--- src/rtl/ascii_to_ps2_seq.sv ---
// ---------------------------------------------------------------------------
// ascii_to_ps2_seq
//
// Purpose: turns one ASCII character at a time into the PS/2 Scan Code Set 2
// byte stream of a full key press and release. Plain keys send
// "code F0 code". Keypad '/' sends "E0 code E0 F0 code". With SHIFT_WRAP_EN
// defined, uppercase letters are wrapped in Left-Shift as
// "12 code F0 code F0 12". Without it, letters are case-insensitive.
//
// Configuration macro: SHIFT_WRAP_EN (optional Left-Shift wrapping).
//
// Parameters:
//   GAP_CYCLES  idle cycles after every accepted output byte (0..255)
//
// Ports:
//   clk        clock, rising edge
//   rst_n      synchronous active-low reset
//   in_ascii   character to encode
//   in_valid   in_ascii valid
//   in_ready   character accepted this cycle (high only when idle)
//   out_data   scan-code byte
//   out_valid  out_data valid
//   out_ready  sink takes out_data this cycle
//   busy       a sequence is in progress
//   err        one-cycle pulse after an unsupported character is accepted
// ---------------------------------------------------------------------------
module ascii_to_ps2_seq #(
  parameter int unsigned GAP_CYCLES = 0
) (
  input  logic       clk,
  input  logic       rst_n,
  input  logic [7:0] in_ascii,
  input  logic       in_valid,
  output logic       in_ready,
  output logic [7:0] out_data,
  output logic       out_valid,
  input  logic       out_ready,
  output logic       busy,
  output logic       err
);

  typedef enum logic [1:0] {
    ST_IDLE = 2'd0,
    ST_EMIT = 2'd1,
    ST_GAP  = 2'd2
  } state_e;

  typedef struct packed {
    logic       ok;
    logic       ext;
    logic [7:0] code;
  } lut_t;

  localparam logic [7:0] GAP_LOAD = 8'(GAP_CYCLES);

  // Character to scan-code table; letters are folded to uppercase first.
  function automatic lut_t lookup(input logic [7:0] ch);
    lut_t r;
    r.ok   = 1'b1;
    r.ext  = 1'b0;
    r.code = 8'h00;
    if (((ch >= 8'h41) && (ch <= 8'h5A)) || ((ch >= 8'h61) && (ch <= 8'h7A))) begin
      case (ch & 8'hDF)
        8'h41: r.code = 8'h1C;  8'h42: r.code = 8'h32;  8'h43: r.code = 8'h21;
        8'h44: r.code = 8'h23;  8'h45: r.code = 8'h24;  8'h46: r.code = 8'h2B;
        8'h47: r.code = 8'h34;  8'h48: r.code = 8'h33;  8'h49: r.code = 8'h43;
        8'h4A: r.code = 8'h3B;  8'h4B: r.code = 8'h42;  8'h4C: r.code = 8'h4B;
        8'h4D: r.code = 8'h3A;  8'h4E: r.code = 8'h31;  8'h4F: r.code = 8'h44;
        8'h50: r.code = 8'h4D;  8'h51: r.code = 8'h15;  8'h52: r.code = 8'h2D;
        8'h53: r.code = 8'h1B;  8'h54: r.code = 8'h2C;  8'h55: r.code = 8'h3C;
        8'h56: r.code = 8'h2A;  8'h57: r.code = 8'h1D;  8'h58: r.code = 8'h22;
        8'h59: r.code = 8'h35;  8'h5A: r.code = 8'h1A;
        default: r.ok = 1'b0;
      endcase
    end else begin
      case (ch)
        8'h30: r.code = 8'h45;  8'h31: r.code = 8'h16;  8'h32: r.code = 8'h1E;
        8'h33: r.code = 8'h26;  8'h34: r.code = 8'h25;  8'h35: r.code = 8'h2E;
        8'h36: r.code = 8'h36;  8'h37: r.code = 8'h3D;  8'h38: r.code = 8'h3E;
        8'h39: r.code = 8'h46;
        8'h2D: r.code = 8'h4E;  8'h3D: r.code = 8'h55;  8'h20: r.code = 8'h29;
        8'h0A: r.code = 8'h5A;  8'h2A: r.code = 8'h7C;  8'h2B: r.code = 8'h79;
        8'h2F: begin
          r.code = 8'h4A;
          r.ext  = 1'b1;
        end
        default: r.ok = 1'b0;
      endcase
    end
    return r;
  endfunction

  // Byte number 'step' of the press/release sequence.
  function automatic logic [7:0] seq_byte(input logic [2:0] step, input logic [7:0] code,
                                          input logic ext, input logic shift);
    logic [7:0] b;
    b = 8'h00;
    if (shift) begin
      case (step)
        3'd0: b = 8'h12;  3'd1: b = code;  3'd2: b = 8'hF0;
        3'd3: b = code;   3'd4: b = 8'hF0; 3'd5: b = 8'h12;
        default: b = 8'h00;
      endcase
    end else if (ext) begin
      case (step)
        3'd0: b = 8'hE0;  3'd1: b = code;  3'd2: b = 8'hE0;
        3'd3: b = 8'hF0;  3'd4: b = code;
        default: b = 8'h00;
      endcase
    end else begin
      case (step)
        3'd0: b = code;  3'd1: b = 8'hF0;  3'd2: b = code;
        default: b = 8'h00;
      endcase
    end
    return b;
  endfunction

  state_e     state_q, state_d;
  logic [2:0] step_q, step_d;
  logic [2:0] len_q, len_d;
  logic [7:0] gap_q, gap_d;
  logic [7:0] code_q, code_d;
  logic       ext_q, ext_d;
  logic [7:0] out_data_q, out_data_d;
  logic       out_valid_q, out_valid_d;
  logic       err_q, err_d;
  lut_t       lut_s;

`ifdef SHIFT_WRAP_EN
  logic       shift_q, shift_d;
`else
  // Shift is constant zero, so the 6-byte branch of seq_byte folds away.
  logic       shift_d;
  assign shift_d = 1'b0;
`endif

  // Next-state, sequence bookkeeping and next output values.
  always_comb begin
    state_d = state_q;
    step_d  = step_q;
    len_d   = len_q;
    gap_d   = gap_q;
    code_d  = code_q;
    ext_d   = ext_q;
    err_d   = 1'b0;
`ifdef SHIFT_WRAP_EN
    shift_d = shift_q;
`endif
    lut_s   = lookup(in_ascii);

    case (state_q)
      ST_IDLE: begin
        if (in_valid) begin
          if (lut_s.ok) begin
            code_d  = lut_s.code;
            ext_d   = lut_s.ext;
`ifdef SHIFT_WRAP_EN
            shift_d = (in_ascii >= 8'h41) && (in_ascii <= 8'h5A);
`endif
            len_d   = shift_d ? 3'd6 : (lut_s.ext ? 3'd5 : 3'd3);
            step_d  = 3'd0;
            state_d = ST_EMIT;
          end else begin
            err_d = 1'b1;
          end
        end else begin
          state_d = ST_IDLE;
        end
      end
      ST_EMIT: begin
        if (out_ready) begin
          step_d = step_q + 3'd1;
          if (GAP_LOAD != 8'd0) begin
            // The gap follows every byte, including the last one.
            gap_d   = GAP_LOAD;
            state_d = ST_GAP;
          end else if (step_q == (len_q - 3'd1)) begin
            step_d  = 3'd0;
            state_d = ST_IDLE;
          end else begin
            state_d = ST_EMIT;
          end
        end else begin
          state_d = ST_EMIT;
        end
      end
      ST_GAP: begin
        if (gap_q <= 8'd1) begin
          gap_d = 8'd0;
          // step has already advanced past the byte just sent.
          if (step_q == len_q) begin
            step_d  = 3'd0;
            state_d = ST_IDLE;
          end else begin
            state_d = ST_EMIT;
          end
        end else begin
          gap_d = gap_q - 8'd1;
        end
      end
      default: begin
        state_d = ST_IDLE;
        step_d  = 3'd0;
        gap_d   = 8'd0;
      end
    endcase

    out_valid_d = (state_d == ST_EMIT);
    out_data_d  = out_valid_d ? seq_byte(step_d, code_d, ext_d, shift_d) : 8'h00;
  end

  // State and output registers with synchronous active-low reset.
  always_ff @(posedge clk) begin
    if (!rst_n) begin
      state_q     <= ST_IDLE;
      step_q      <= 3'd0;
      len_q       <= 3'd0;
      gap_q       <= 8'd0;
      code_q      <= 8'h00;
      ext_q       <= 1'b0;
      out_data_q  <= 8'h00;
      out_valid_q <= 1'b0;
      err_q       <= 1'b0;
`ifdef SHIFT_WRAP_EN
      shift_q     <= 1'b0;
`endif
    end else begin
      state_q     <= state_d;
      step_q      <= step_d;
      len_q       <= len_d;
      gap_q       <= gap_d;
      code_q      <= code_d;
      ext_q       <= ext_d;
      out_data_q  <= out_data_d;
      out_valid_q <= out_valid_d;
      err_q       <= err_d;
`ifdef SHIFT_WRAP_EN
      shift_q     <= shift_d;
`endif
    end
  end

  assign in_ready  = (state_q == ST_IDLE);
  assign busy      = (state_q != ST_IDLE);
  assign out_data  = out_data_q;
  assign out_valid = out_valid_q;
  assign err       = err_q;

endmodule
--- config.mk ---
export PLATFORM = sky130hd
export DESIGN_NAME = ascii_to_ps2_seq
export DESIGN_NICKNAME = d
export VERILOG_FILES = /design/src/rtl/ascii_to_ps2_seq.sv
export SDC_FILE = /design/constraint.sdc
export NUM_CORES = 1
export LEC_CHECK = 0
export ABC_CLOCK_PERIOD_IN_PS = 3000
export CORE_UTILIZATION = 53
export DETAILED_ROUTE_END_ITERATION = 8
export GPL_TIMING_DRIVEN = 0
export HOLD_SLACK_MARGIN = 0.15
export PLACE_DENSITY_LB_ADDON = 0.12
export SLEW_MARGIN = 20
export SYNTH_ARGS = -nofsm -noshare
export SYNTH_HDL_FRONTEND = slang
export SYNTH_SLANG_ARGS = --single-unit
--- constraint.sdc ---
create_clock -name clk -period 3 [get_ports clk]
set_clock_uncertainty 0.2 [all_clocks]
set_input_delay 0.6 -clock clk [delete_from_list [all_inputs] [get_ports clk]]
set_output_delay 0.6 -clock clk [all_outputs]
set_load 0.05 [all_outputs]
==> impl_metrics.tcl <==
set metrics [dict create \
    status "complete, no violations" \
    drt-vias-per-instance 6.30 \
    synthTopCellsByCount "35 x dfxtp_1, 28 x nor2_1, 27 x a21oi_1, 26 x o21ai_0, 25 x nand2_1" \
    hold_viol 0 \
    crit_required_ns 3.01 \
    netlist_area_sq_mm 0.00270 \
    register_area_sq_um 701 \
    ant_nets 0 \
    cts_buffer_depth 2 \
    initial_core_util 0.560 \
    slew_headroom 0.551 \
    synth_nets 375 \
    synth-async-reset-ratio 0 \
    drive_gt1_frac 0.162 \
    rows 25 \
    nNetsFinal 411 \
    vias 2916 \
    dr.first_iter.drc_count 224 \
    dp_slack_ns -1.02 \
    grt_pass1_vias 2578 \
    total_power_mw 1.10 \
    ys_top_cells_by_area "dfxtp_1 26%, a21oi_1 5.0%, o21ai_0 4.8%, nor2b_1 4.2%, nor2_1 3.9%" \
    cts_root_buf "clkbuf_8" \
    clk-insertion-delay-late_ns 0.28 \
    hold_class "reg -> reg" \
    numCtsBuffers 5 \
    synthCells 359 \
    gr-usage-all-layers 0.288 \
    die_w_um 73.4 \
    crit_path_max_fanout 8 \
    multiInputGateArea_sq_mm 0.00200 \
    path_cells "buf_2 -> and2_1 -> nand2_1 -> a311o_2 -> a41o_4 -> a211o_1 -> o32a_1 -> nor3b_2" \
    synth-seq-area-share 0.260 \
    areaGrowthSynthToFinish_pct 22.6 \
    place_hpwl_um 5230 \
    avgSynthCellArea_sq_um 7.52 \
    ir_drop_mv 0.202 \
    setup_viol 0 \
    yosysTopAreaCell "dfxtp_1" \
    tightest_slew_ns 0.664 \
    dp.cells 447 \
    gp_congestion 0.965 \
    path_class "in -> reg" \
    wirelength_um 7570 \
    final-instance-count-excl-fill 463 \
    nFillCells 445 \
    path_clk_slew_ns 0.07 \
    fin_area_sq_mm 0.00331 \
    drt_drc_violations_left 0 \
    antenna_found_initial 0 \
    synth_top_area_share 0.260 \
    cts_max_level 2 \
    core_area_sq_mm 0.00482 \
    timing.final.ws_setup_ns 0.0188 \
    cts_sinks 35 \
    slew_viol_final 0 \
    crit_slowest_cell "o32a_1" \
    critical_path_arrival_ns 2.99 \
    synth.most_common_cell "dfxtp_1" \
    fmax_mhz 335 \
    grt_max_degree 12 \
    num_io_pins 24 \
    wire_per_inst_um 16.3 \
    diodes 0 \
    end_kind "register" \
    final_util 0.687 \
    synth_seq_cells 35 \
    die_area_sq_mm 0.00538 \
    grt_overflow 0 \
    worstSetupStartpointType "primary input" \
    drt_first_pass_iters 5 \
    power_density_mw_per_mm2 334 \
    yosysWarnings 0 \
    post-route-min-period_ns 2.98 \
    grt_pass1_wl_um 12100 \
    placed_area_sq_mm 0.00300 \
    ys.flop_type "dfxtp_1" \
    period_share 0.994 \
    synth_enable_flop_cells 0 \
    max_cap_violations 0 \
    p_leak_nw 1.22 \
    cts_tree "done" \
    numPortBuffers 21 \
    max_stage_delay_ns 0.46 \
    die_h_um 73.4 \
    yosysUniqueCellTypes 68 \
]
[area by class of cell]
type	count	share of cell area
Inverter	10	0.0113
Buffer	27	0.0431
Multi-Input combinational cell	286	0.605
Sequential cell	35	0.212
Clock buffer	6	0.0219
Clock inverter	2	0.00378
Tap cell	67	0.0253
Timing Repair Buffer	30	0.0779
[final timing paths]
check                   start           to  slack (ns)  cells past startpoint
setup / recovery  in_ascii[1]  out_data[0]        0.02                      8
hold / removal       gap_q[3]     gap_q[3]        0.28                      1
hold reg to reg      gap_q[3]     gap_q[3]        0.28                      1
setup reg to reg     gap_q[4]  out_data[0]        0.09                      7
[where the power goes]
group          total, mW  internal (mW)  switching, mW  leakage (nW)
Sequential         0.485          0.478        0.00721         0.284
Clock              0.327          0.162          0.165        0.0412
Combinational      0.292          0.113          0.179         0.895
[flip-flops by register name, summed over array words and instances (netlist names)]
name	flops
code_q	8
len_q	3
step_q	3
gap_q	8
err	1
out_data	8
ext_q	1
state_q	2
out_valid	1
[critical path, delay by kind of cell]
kind / cells / cell delay (ns)
AOI/OAI and AO/OA: 4 / 1.58
and+or+nand+nor: 3 / 0.65
buffers and inverters: 1 / 0.16
[cell usage in the layout, fill, tap and decap left out, types with 4 or more instances in the layout]
cell type,count
inv_1,10
clkbuf_8,5
clkbuf_2,9
buf_4,9
clkbuf_1,15
clkdlybuf4s50_1,15
buf_6,4
xor2_1,6
nor2_1,28
nand3_1,7
nand3b_1,4
and2_1,10
o21ai_0,25
nor2b_1,13
nand2b_1,12
and3_1,6
dfxtp_1,35
nor3b_1,5
o211ai_1,9
nand4_1,5
a21oi_1,27
ha_1,4
nor3_1,10
buf_2,5
nand2_1,25
nor2b_2,4
a31oi_1,6
[logic make-up (layout without fill, tap and decap cells)]
logic type | count (synthesis) | in the layout | synth area share
AO/OA/AOI/OAI | 116 | 116 | 0.298
XOR/XNOR | 9 | 9 | 0.0343
adder cells (fa/ha/maj) | 4 | 4 | 0.0185
buffers and inverters | 38 | 75 | 0.0552
flip-flops | 35 | 35 | 0.260
multiplexers | 3 | 3 | 0.0116
AND/OR/NAND/NOR | 154 | 154 | 0.323
[metrics by stage]
| stage | TNS [ns] | hold slack [ns] |
|---|---|---|
| floorplan | 0 | 0.239 |
| global placement | -16.22 | 0.262 |
| detailed placement | -17.01 | 0.264 |
| CTS | 0 | 0.284 |
| global route | -0.00817 | 0.320 |
| finish | 0 | 0.279 |
[per-layer routing]
| metal | vias to the layer above | GRT usage | routed length (um) |
|---|---|---|---|
| met3 | 20 | 0.0631 | 681 |
| li1 | 1401 | - | - |
| met1 | 1344 | 0.383 | 3280 |
| met5 | - | 0 | 0 |
| met4 | 0 | 0.103 | 143 |
| met2 | 151 | 0.458 | 3460 |
[repair_timing]
| action | in CTS | in global routing |
|---|---|---|
| endpoints found under the hold margin | 0 | 0 |
| gates resized for setup | 43 | 32 |
| hold buffers | 0 | 0 |
| gates cloned | 0 | 1 |
| setup endpoints to repair | 24 | 12 |
| buffers inserted | 6 | 2 |
| pin swaps | 12 | 12 |
No activity file was read; power rests on OpenSTA's default activity.
